$ cat src/rtl/uart_pkg.sv
// Shared types and helpers for the UART transmit arbiter.
package uart_pkg;

  localparam int unsigned N_REQ_DEF  = 4;
  localparam int unsigned DATA_W_DEF = 8;

  typedef enum logic [1:0] {
    IDLE    = 2'd0,
    REQ     = 2'd1,
    RELEASE = 2'd2
  } state_e;

  // Index width for n items; never narrower than one bit so N_REQ=1 still has a grant port.
  function automatic int unsigned clog2(input int unsigned n);
    if (n <= 32'd1) return 32'd1;
    return 32'($clog2(n));
  endfunction

endpackage

$ cat src/rtl/uart_tx_arbiter_if.sv
// Requester-side and UART-side signals of the transmit arbiter.
interface uart_tx_arbiter_if #(
  parameter int unsigned N_REQ  = uart_pkg::N_REQ_DEF,
  parameter int unsigned DATA_W = uart_pkg::DATA_W_DEF
) ();
  import uart_pkg::*;

  localparam int unsigned GW = clog2(N_REQ);

  logic [N_REQ-1:0]        req_i;
  logic [N_REQ*DATA_W-1:0] data_i;
  logic [N_REQ-1:0]        lock_i;
  logic [N_REQ-1:0]        ack_o;
  logic [N_REQ-1:0]        err_o;
  logic [GW-1:0]           grant_o;
  logic                    busy_o;
  logic [DATA_W-1:0]       uart_tx_data;
  logic                    uart_tx_req;
  logic                    uart_tx_ack;

  // Arbiter view.
  modport slave (
    input  req_i, data_i, lock_i, uart_tx_ack,
    output ack_o, err_o, grant_o, busy_o, uart_tx_data, uart_tx_req
  );

  // Requesters plus UART transmitter view.
  modport master (
    output req_i, data_i, lock_i, uart_tx_ack,
    input  ack_o, err_o, grant_o, busy_o, uart_tx_data, uart_tx_req
  );

endinterface

$ cat src/rtl/uart_rr_arbiter.sv
// Round-robin search: first set request above last_grant, wrapping to 0.
module uart_rr_arbiter #(
  parameter int unsigned N_REQ = uart_pkg::N_REQ_DEF
) (
  input  logic [N_REQ-1:0]                   req,
  input  logic [uart_pkg::clog2(N_REQ)-1:0]  last_grant,
  output logic [uart_pkg::clog2(N_REQ)-1:0]  winner_c,
  output logic                               valid_c
);
  import uart_pkg::*;

  localparam int unsigned GW = clog2(N_REQ);

  logic [GW-1:0] idx;

  // Scan offsets 1..N_REQ from last_grant; the first hit wins.
  always_comb begin
    winner_c = '0;
    valid_c  = 1'b0;
    idx      = '0;
    for (int unsigned off = 1; off <= N_REQ; off++) begin
      idx = GW'((32'(last_grant) + off) % N_REQ);
      if (!valid_c && req[idx]) begin
        winner_c = idx;
        valid_c  = 1'b1;
      end
    end
  end

endmodule

$ cat src/rtl/uart_tx_arbiter.sv
// Shares one UART transmitter between N_REQ byte sources with lock and timeout.
module uart_tx_arbiter #(
  parameter int unsigned N_REQ   = uart_pkg::N_REQ_DEF,
  parameter int unsigned DATA_W  = uart_pkg::DATA_W_DEF,
  parameter int unsigned TIMEOUT = 65535
) (
  input  logic             inclk,
  input  logic             rst,
  uart_tx_arbiter_if.slave bus
);
  import uart_pkg::*;

  localparam int unsigned   GW       = clog2(N_REQ);
  localparam int unsigned   CW       = clog2(TIMEOUT + 1);
  localparam logic [CW-1:0] CNT_LAST = CW'(TIMEOUT - 1);

  state_e            state_q, state_d;
  logic [GW-1:0]     grant_q, grant_d;
  logic [GW-1:0]     last_grant_q, last_grant_d;
  logic [DATA_W-1:0] data_q, data_d;
  logic              tx_req_q, tx_req_d;
  logic [N_REQ-1:0]  ack_q, ack_d;
  logic [N_REQ-1:0]  err_q, err_d;
  logic              lock_flag_q, lock_flag_d;
  logic [CW-1:0]     cnt_q, cnt_d;
  logic              busy_q, busy_d;

  logic [GW-1:0]     rr_win_c;
  logic              rr_valid_c;
  logic [GW-1:0]     win_c;
  logic              lock_hit_c;

  uart_rr_arbiter #(.N_REQ(N_REQ)) u_rr (
    .req        (bus.req_i),
    .last_grant (last_grant_q),
    .winner_c   (rr_win_c),
    .valid_c    (rr_valid_c)
  );

  // A locked owner that still requests keeps the UART.
  assign lock_hit_c = lock_flag_q & bus.req_i[last_grant_q];

  // Next-state and registered-output computation.
  always_comb begin
    state_d      = state_q;
    grant_d      = grant_q;
    last_grant_d = last_grant_q;
    data_d       = data_q;
    tx_req_d     = tx_req_q;
    ack_d        = '0;
    err_d        = '0;
    lock_flag_d  = lock_flag_q;
    cnt_d        = cnt_q;
    win_c        = rr_win_c;

    unique case (state_q)
      IDLE: begin
        if (lock_flag_q && !lock_hit_c) lock_flag_d = 1'b0;
        win_c = lock_hit_c ? last_grant_q : rr_win_c;
        if (lock_hit_c || rr_valid_c) begin
          grant_d  = win_c;
          data_d   = bus.data_i[32'(win_c)*DATA_W +: DATA_W];
          tx_req_d = 1'b1;
          cnt_d    = '0;
          state_d  = REQ;
        end
      end
      REQ: begin
        // Ack wins over a simultaneous terminal count.
        if (bus.uart_tx_ack) begin
          tx_req_d       = 1'b0;
          ack_d[grant_q] = 1'b1;
          lock_flag_d    = bus.lock_i[grant_q];
          last_grant_d   = grant_q;
          state_d        = RELEASE;
        end else if (cnt_q == CNT_LAST) begin
          tx_req_d       = 1'b0;
          err_d[grant_q] = 1'b1;
          lock_flag_d    = 1'b0;
          last_grant_d   = grant_q;
          state_d        = RELEASE;
        end else begin
          cnt_d = cnt_q + CW'(1);
        end
      end
      RELEASE: begin
        // Four-phase: wait for the UART to drop ack before a new request.
        if (!bus.uart_tx_ack) state_d = IDLE;
      end
      default: state_d = IDLE;
    endcase

    busy_d = (state_d != IDLE);
  end

  // State and output registers; reset aborts any transfer without pulses.
  always_ff @(posedge inclk or posedge rst) begin
    if (rst) begin
      state_q      <= IDLE;
      grant_q      <= '0;
      last_grant_q <= GW'(N_REQ - 1);
      data_q       <= '0;
      tx_req_q     <= 1'b0;
      ack_q        <= '0;
      err_q        <= '0;
      lock_flag_q  <= 1'b0;
      cnt_q        <= '0;
      busy_q       <= 1'b0;
    end else begin
      state_q      <= state_d;
      grant_q      <= grant_d;
      last_grant_q <= last_grant_d;
      data_q       <= data_d;
      tx_req_q     <= tx_req_d;
      ack_q        <= ack_d;
      err_q        <= err_d;
      lock_flag_q  <= lock_flag_d;
      cnt_q        <= cnt_d;
      busy_q       <= busy_d;
    end
  end

  assign bus.ack_o        = ack_q;
  assign bus.err_o        = err_q;
  assign bus.grant_o      = grant_q;
  assign bus.busy_o       = busy_q;
  assign bus.uart_tx_data = data_q;
  assign bus.uart_tx_req  = tx_req_q;

endmodule

$ cat src/flat_wrapper.sv
// flat-port wrapper written by rule: the top's interface ports become plain ports
module uart_tx_arbiter_flat import uart_pkg::*;
#(
  parameter int unsigned N_REQ   = uart_pkg::N_REQ_DEF,
  parameter int unsigned DATA_W  = uart_pkg::DATA_W_DEF,
  parameter int unsigned TIMEOUT = 65535
)
  (inclk, rst, bus_req_i, bus_data_i, bus_lock_i, bus_uart_tx_ack, bus_ack_o, bus_err_o, bus_grant_o, bus_busy_o, bus_uart_tx_data, bus_uart_tx_req);
  uart_tx_arbiter_if #(.N_REQ(N_REQ), .DATA_W(DATA_W)) bus_i ();
  input  logic inclk;
  input  logic rst;
  input wire logic [$bits(bus_i.req_i)-1:0] bus_req_i;
  input wire logic [$bits(bus_i.data_i)-1:0] bus_data_i;
  input wire logic [$bits(bus_i.lock_i)-1:0] bus_lock_i;
  input wire logic [$bits(bus_i.uart_tx_ack)-1:0] bus_uart_tx_ack;
  output wire logic [$bits(bus_i.ack_o)-1:0] bus_ack_o;
  output wire logic [$bits(bus_i.err_o)-1:0] bus_err_o;
  output wire logic [$bits(bus_i.grant_o)-1:0] bus_grant_o;
  output wire logic [$bits(bus_i.busy_o)-1:0] bus_busy_o;
  output wire logic [$bits(bus_i.uart_tx_data)-1:0] bus_uart_tx_data;
  output wire logic [$bits(bus_i.uart_tx_req)-1:0] bus_uart_tx_req;
  assign bus_i.req_i = bus_req_i;
  assign bus_i.data_i = bus_data_i;
  assign bus_i.lock_i = bus_lock_i;
  assign bus_i.uart_tx_ack = bus_uart_tx_ack;
  assign bus_ack_o = bus_i.ack_o;
  assign bus_err_o = bus_i.err_o;
  assign bus_grant_o = bus_i.grant_o;
  assign bus_busy_o = bus_i.busy_o;
  assign bus_uart_tx_data = bus_i.uart_tx_data;
  assign bus_uart_tx_req = bus_i.uart_tx_req;
  uart_tx_arbiter #(.N_REQ(N_REQ), .DATA_W(DATA_W), .TIMEOUT(TIMEOUT)) u_core (.inclk(inclk), .rst(rst), .bus(bus_i));
endmodule
$ cat config.mk
export PLATFORM = sky130hd
export DESIGN_NAME = uart_tx_arbiter_flat
export DESIGN_NICKNAME = d
export VERILOG_FILES = /design/src/rtl/uart_pkg.sv /design/src/rtl/uart_tx_arbiter_if.sv /design/src/rtl/uart_rr_arbiter.sv /design/src/rtl/uart_tx_arbiter.sv /design/src/flat_wrapper.sv
export SDC_FILE = /design/constraint.sdc
export NUM_CORES = 1
export LEC_CHECK = 0
export BUFFER_PORTS_ARGS = -buffer_cell sky130_fd_sc_hd__buf_2
export CAP_MARGIN = 40
export CORE_MARGIN = 10
export CORE_UTILIZATION = 39
export DETAILED_ROUTE_END_ITERATION = 12
export SETUP_SLACK_MARGIN = 0.3
export SLEW_MARGIN = 40
export SYNTH_ARGS = -nofsm -noshare
export SYNTH_HDL_FRONTEND = slang
export SYNTH_SLANG_ARGS = --single-unit
$ cat constraint.sdc
create_clock -name inclk -period 5.3 [get_ports inclk]
set_clock_uncertainty 0.2 [all_clocks]
set_input_delay 0.265 -clock inclk [delete_from_list [all_inputs] [get_ports inclk]]
set_output_delay 0.265 -clock inclk [all_outputs]
set_load 0.03 [all_outputs]
==> flow_summary.json <==
{
  "run_status": "completed",
  "grt_max_degree": 42,
  "synth-async-reset-ratio_pct": 100,
  "yosysUniqueCellTypes": 40,
  "period_minus_slack_ps": 2910,
  "clockBufferDepth": 2,
  "dpl.cell_count": 340,
  "cts_tree": "yes",
  "rsz0062_at_grt": "false",
  "clkSlewWorstSetupHoldPaths_ps": 80,
  "fin_util_pct": 49.9,
  "start_kind": "flop",
  "finalNonFillerCells": 349,
  "pin_count": 63,
  "antenna_found_initial": 0,
  "cts_buffers": 5,
  "grt_pass1_vias": 1837,
  "yosysSeqAreaShare_pct": 45.8,
  "hp-class": "in -> reg",
  "synth_edf_count": 0,
  "dieArea_mm2": 0.00920,
  "area_growth_pct": 23.0,
  "period_share_pct": 54.9,
  "wl_met1_um": 2370,
  "die_y_um": 95.9,
  "yosysMostFrequentCell": "dfrtp_1",
  "synth_seq_cells": 41,
  "p_leak_nw": 1.27,
  "grt.overflow.total": 0,
  "synth_fp_nets": 259,
  "arrival_ps": 2890,
  "synth_warnings": 0,
  "dr_wl_met2_um": 2530,
  "pre_cts_ws_ps": 2380,
  "synth.cell_area_mm2": 0.00225,
  "wl_met3_um": 393,
  "post-cts-setup-buffers": 0,
  "synth_top_area_share_pct": 43.4,
  "first_pass_iters": 4,
  "syn_inst": 214,
  "port_buffers": 62,
  "clk_latency_ps": 290,
  "fin_nets": 321,
  "vdd.ir_drop.worst_v": 0.000278,
  "crit_type": "reg -> reg",
  "max_freq_mhz": 344,
  "cts_sinks": 41,
  "grt_util_all_layers_pct": 12.1,
  "avgRoutedWirePerCell_um": 15.3,
  "dp_hpwl_um": 4000,
  "endpoint_kind": "flop",
  "setup_tns_ps": 0,
  "vias_per_cell": 5.17,
  "num_vias": 1806,
  "syn_avg_cell_area_um2": 10.5,
  "synth_area_leaders": "dfrtp_1, mux4_2, mux2_4",
  "antennaDiodeCount": 0,
  "max_slew_margin_pct": 50.2,
  "postRouteAntennaNets": 0,
  "clock-root-buffer": "clkbuf_8",
  "top_layer_used": "met4",
  "ys_top_cells_by_count": "dfrtp_1, nor2_1, nand2_1, o21ai_0, a21oi_1",
  "routed_wl_um": 5350,
  "worst_slack_ps": 2390,
  "synthFlopType": "dfrtp_1",
  "powerDensity_mw_per_mm2": 513,
  "first_iter_violations": 58,
  "worst_pin_slew_ps": 746,
  "die_x_um": 95.9,
  "place_congestion": 0.803,
  "drv_cap": 0,
  "drc": 0,
  "drive_gt1_share_pct": 35.7,
  "slew_viol_final": 0,
  "htreeDepth": 2,
  "hold_viol": 0,
  "fp-row-count": 27,
  "num-fill-cells": 524,
  "setup_viol": 0,
  "crit_required_ps": 5280,
  "synth_top_area_cell": "dfrtp_1",
  "grt_pass1_wl_um": 9020,
  "initial_core_util_pct": 40.6,
  "crit_fanout": 14,
  "core_area_mm2": 0.00554
}
==> timing repair <==
item                                   4_1_cts  5_1_grt
endpoints found under the hold margin       39        0
resized for setup                            0        0
hold buffers                                 1        0
==> kinds of logic (layout without fill, tap and decap cells) <==
logic type	count (synthesis)	count (layout)	share of synthesized area, %
AO/OA/AOI/OAI	38	38	11.6
XOR/XNOR	7	7	2.73
adder cells (fa/ha/maj)	2	2	1.11
buffers and inverters	18	81	3.45
flip-flops	41	41	45.8
multiplexers	25	25	17.5
AND/OR/NAND/NOR	83	83	17.8
==> placed cells by master, fill, tap and decap left out, types with 2 or more instances in the layout <==
cell	Yosys	routed
buf_2	2	62
dfrtp_1	39	39
nor2_1	22	22
nand2_1	21	21
o21ai_0	16	16
a21oi_1	10	10
nand3_1	8	8
or3_1	8	8
inv_1	8	8
mux4_2	8	8
mux2_4	7	7
nor3_1	7	6
xnor2_1	6	6
mux2_2	6	6
nand2b_1	5	5
clkbuf_8	0	5
mux2i_1	4	4
nand4_1	2	2
o211ai_1	2	2
o2111ai_1	2	2
nor2b_1	2	2
or4_1	2	2
ha_1	2	2
bufinv_16	0	2
buf_4	0	2
dfstp_2	2	2
==> per-stage QoR <==
stage | area [µm²] | hold WS (ps) | power [mW]
after global routing | 2760 | 66.3 | 1.51
after detailed placement | 2620 | 229 | 1.13
after CTS | 2760 | 48.0 | 1.44
after global placement | 2620 | 230 | 1.12
after floorplan | 2250 | 194 | 0.971
final | 2760 | 55.0 | 1.42
==> final cells by class <==
type	count	area, µm²	area share [%]
inverters	8	30.0	1.09
multi-input cells	155	1150	41.5
clock inverters	3	65.1	2.35
repair buffers	65	335	12.1
clock buffers	5	68.8	2.49
flip-flops and latches	41	1030	37.2
well taps	72	90.1	3.26
==> layer usage <==
layer  up-vias  GRT usage (%)
met5         -              0
met4         0           3.69
met3         4           4.20
met2        49           18.8
met1       861           15.5
li1        892              -
==> registers in the layout, summed over array words and instances (netlist names) <==
name / cells
u_core.bus.busy_o: 1
u_core.bus.uart_tx_req: 1
u_core.bus.ack_o: 4
u_core.state_q: 2
u_core.bus.err_o: 4
u_core.bus.grant_o: 2
u_core.last_grant_q: 2
u_core.lock_flag_q: 1
u_core.cnt_q: 16
u_core.bus.uart_tx_data: 8
==> worst paths after layout <==
kind                                                     from                                     end  slack, ps  cells past startpoint
min                                           bus_uart_tx_ack          u_core.lock_flag_q$_DFFE_PP0P_         60                      3
min reg2reg                u_core.bus.uart_tx_req$_DFFE_PP0P_      u_core.bus.uart_tx_req$_DFFE_PP0P_        280                      2
min in group asynchronous                                 rst           u_core.bus.err_o[2]$_DFF_PP0_        430                      4
max in group asynchronous                                 rst      u_core.last_grant_q[1]$_DFFE_PP1P_       4100                      4
max                        u_core.last_grant_q[1]$_DFFE_PP1P_  u_core.bus.uart_tx_data[5]$_DFFE_PP0P_       2390                      6
max reg2reg                u_core.last_grant_q[1]$_DFFE_PP1P_  u_core.bus.uart_tx_data[5]$_DFFE_PP0P_       2390                      6
==> critical path, cell delays in order, from the launching register on <==
cell,delay (ps)
dfstp_2,670
mux2_2,380
mux2i_1,310
a21oi_4,60
o2bb2ai_4,350
mux4_2,560
mux2_4,270
==> where the power goes <==
group,internal (mW),switching [mW]
Clock,0.187,0.112
Sequential,0.396,0.0841
Combinational,0.290,0.349
Note: power is estimated with default switching activity, not from simulation.
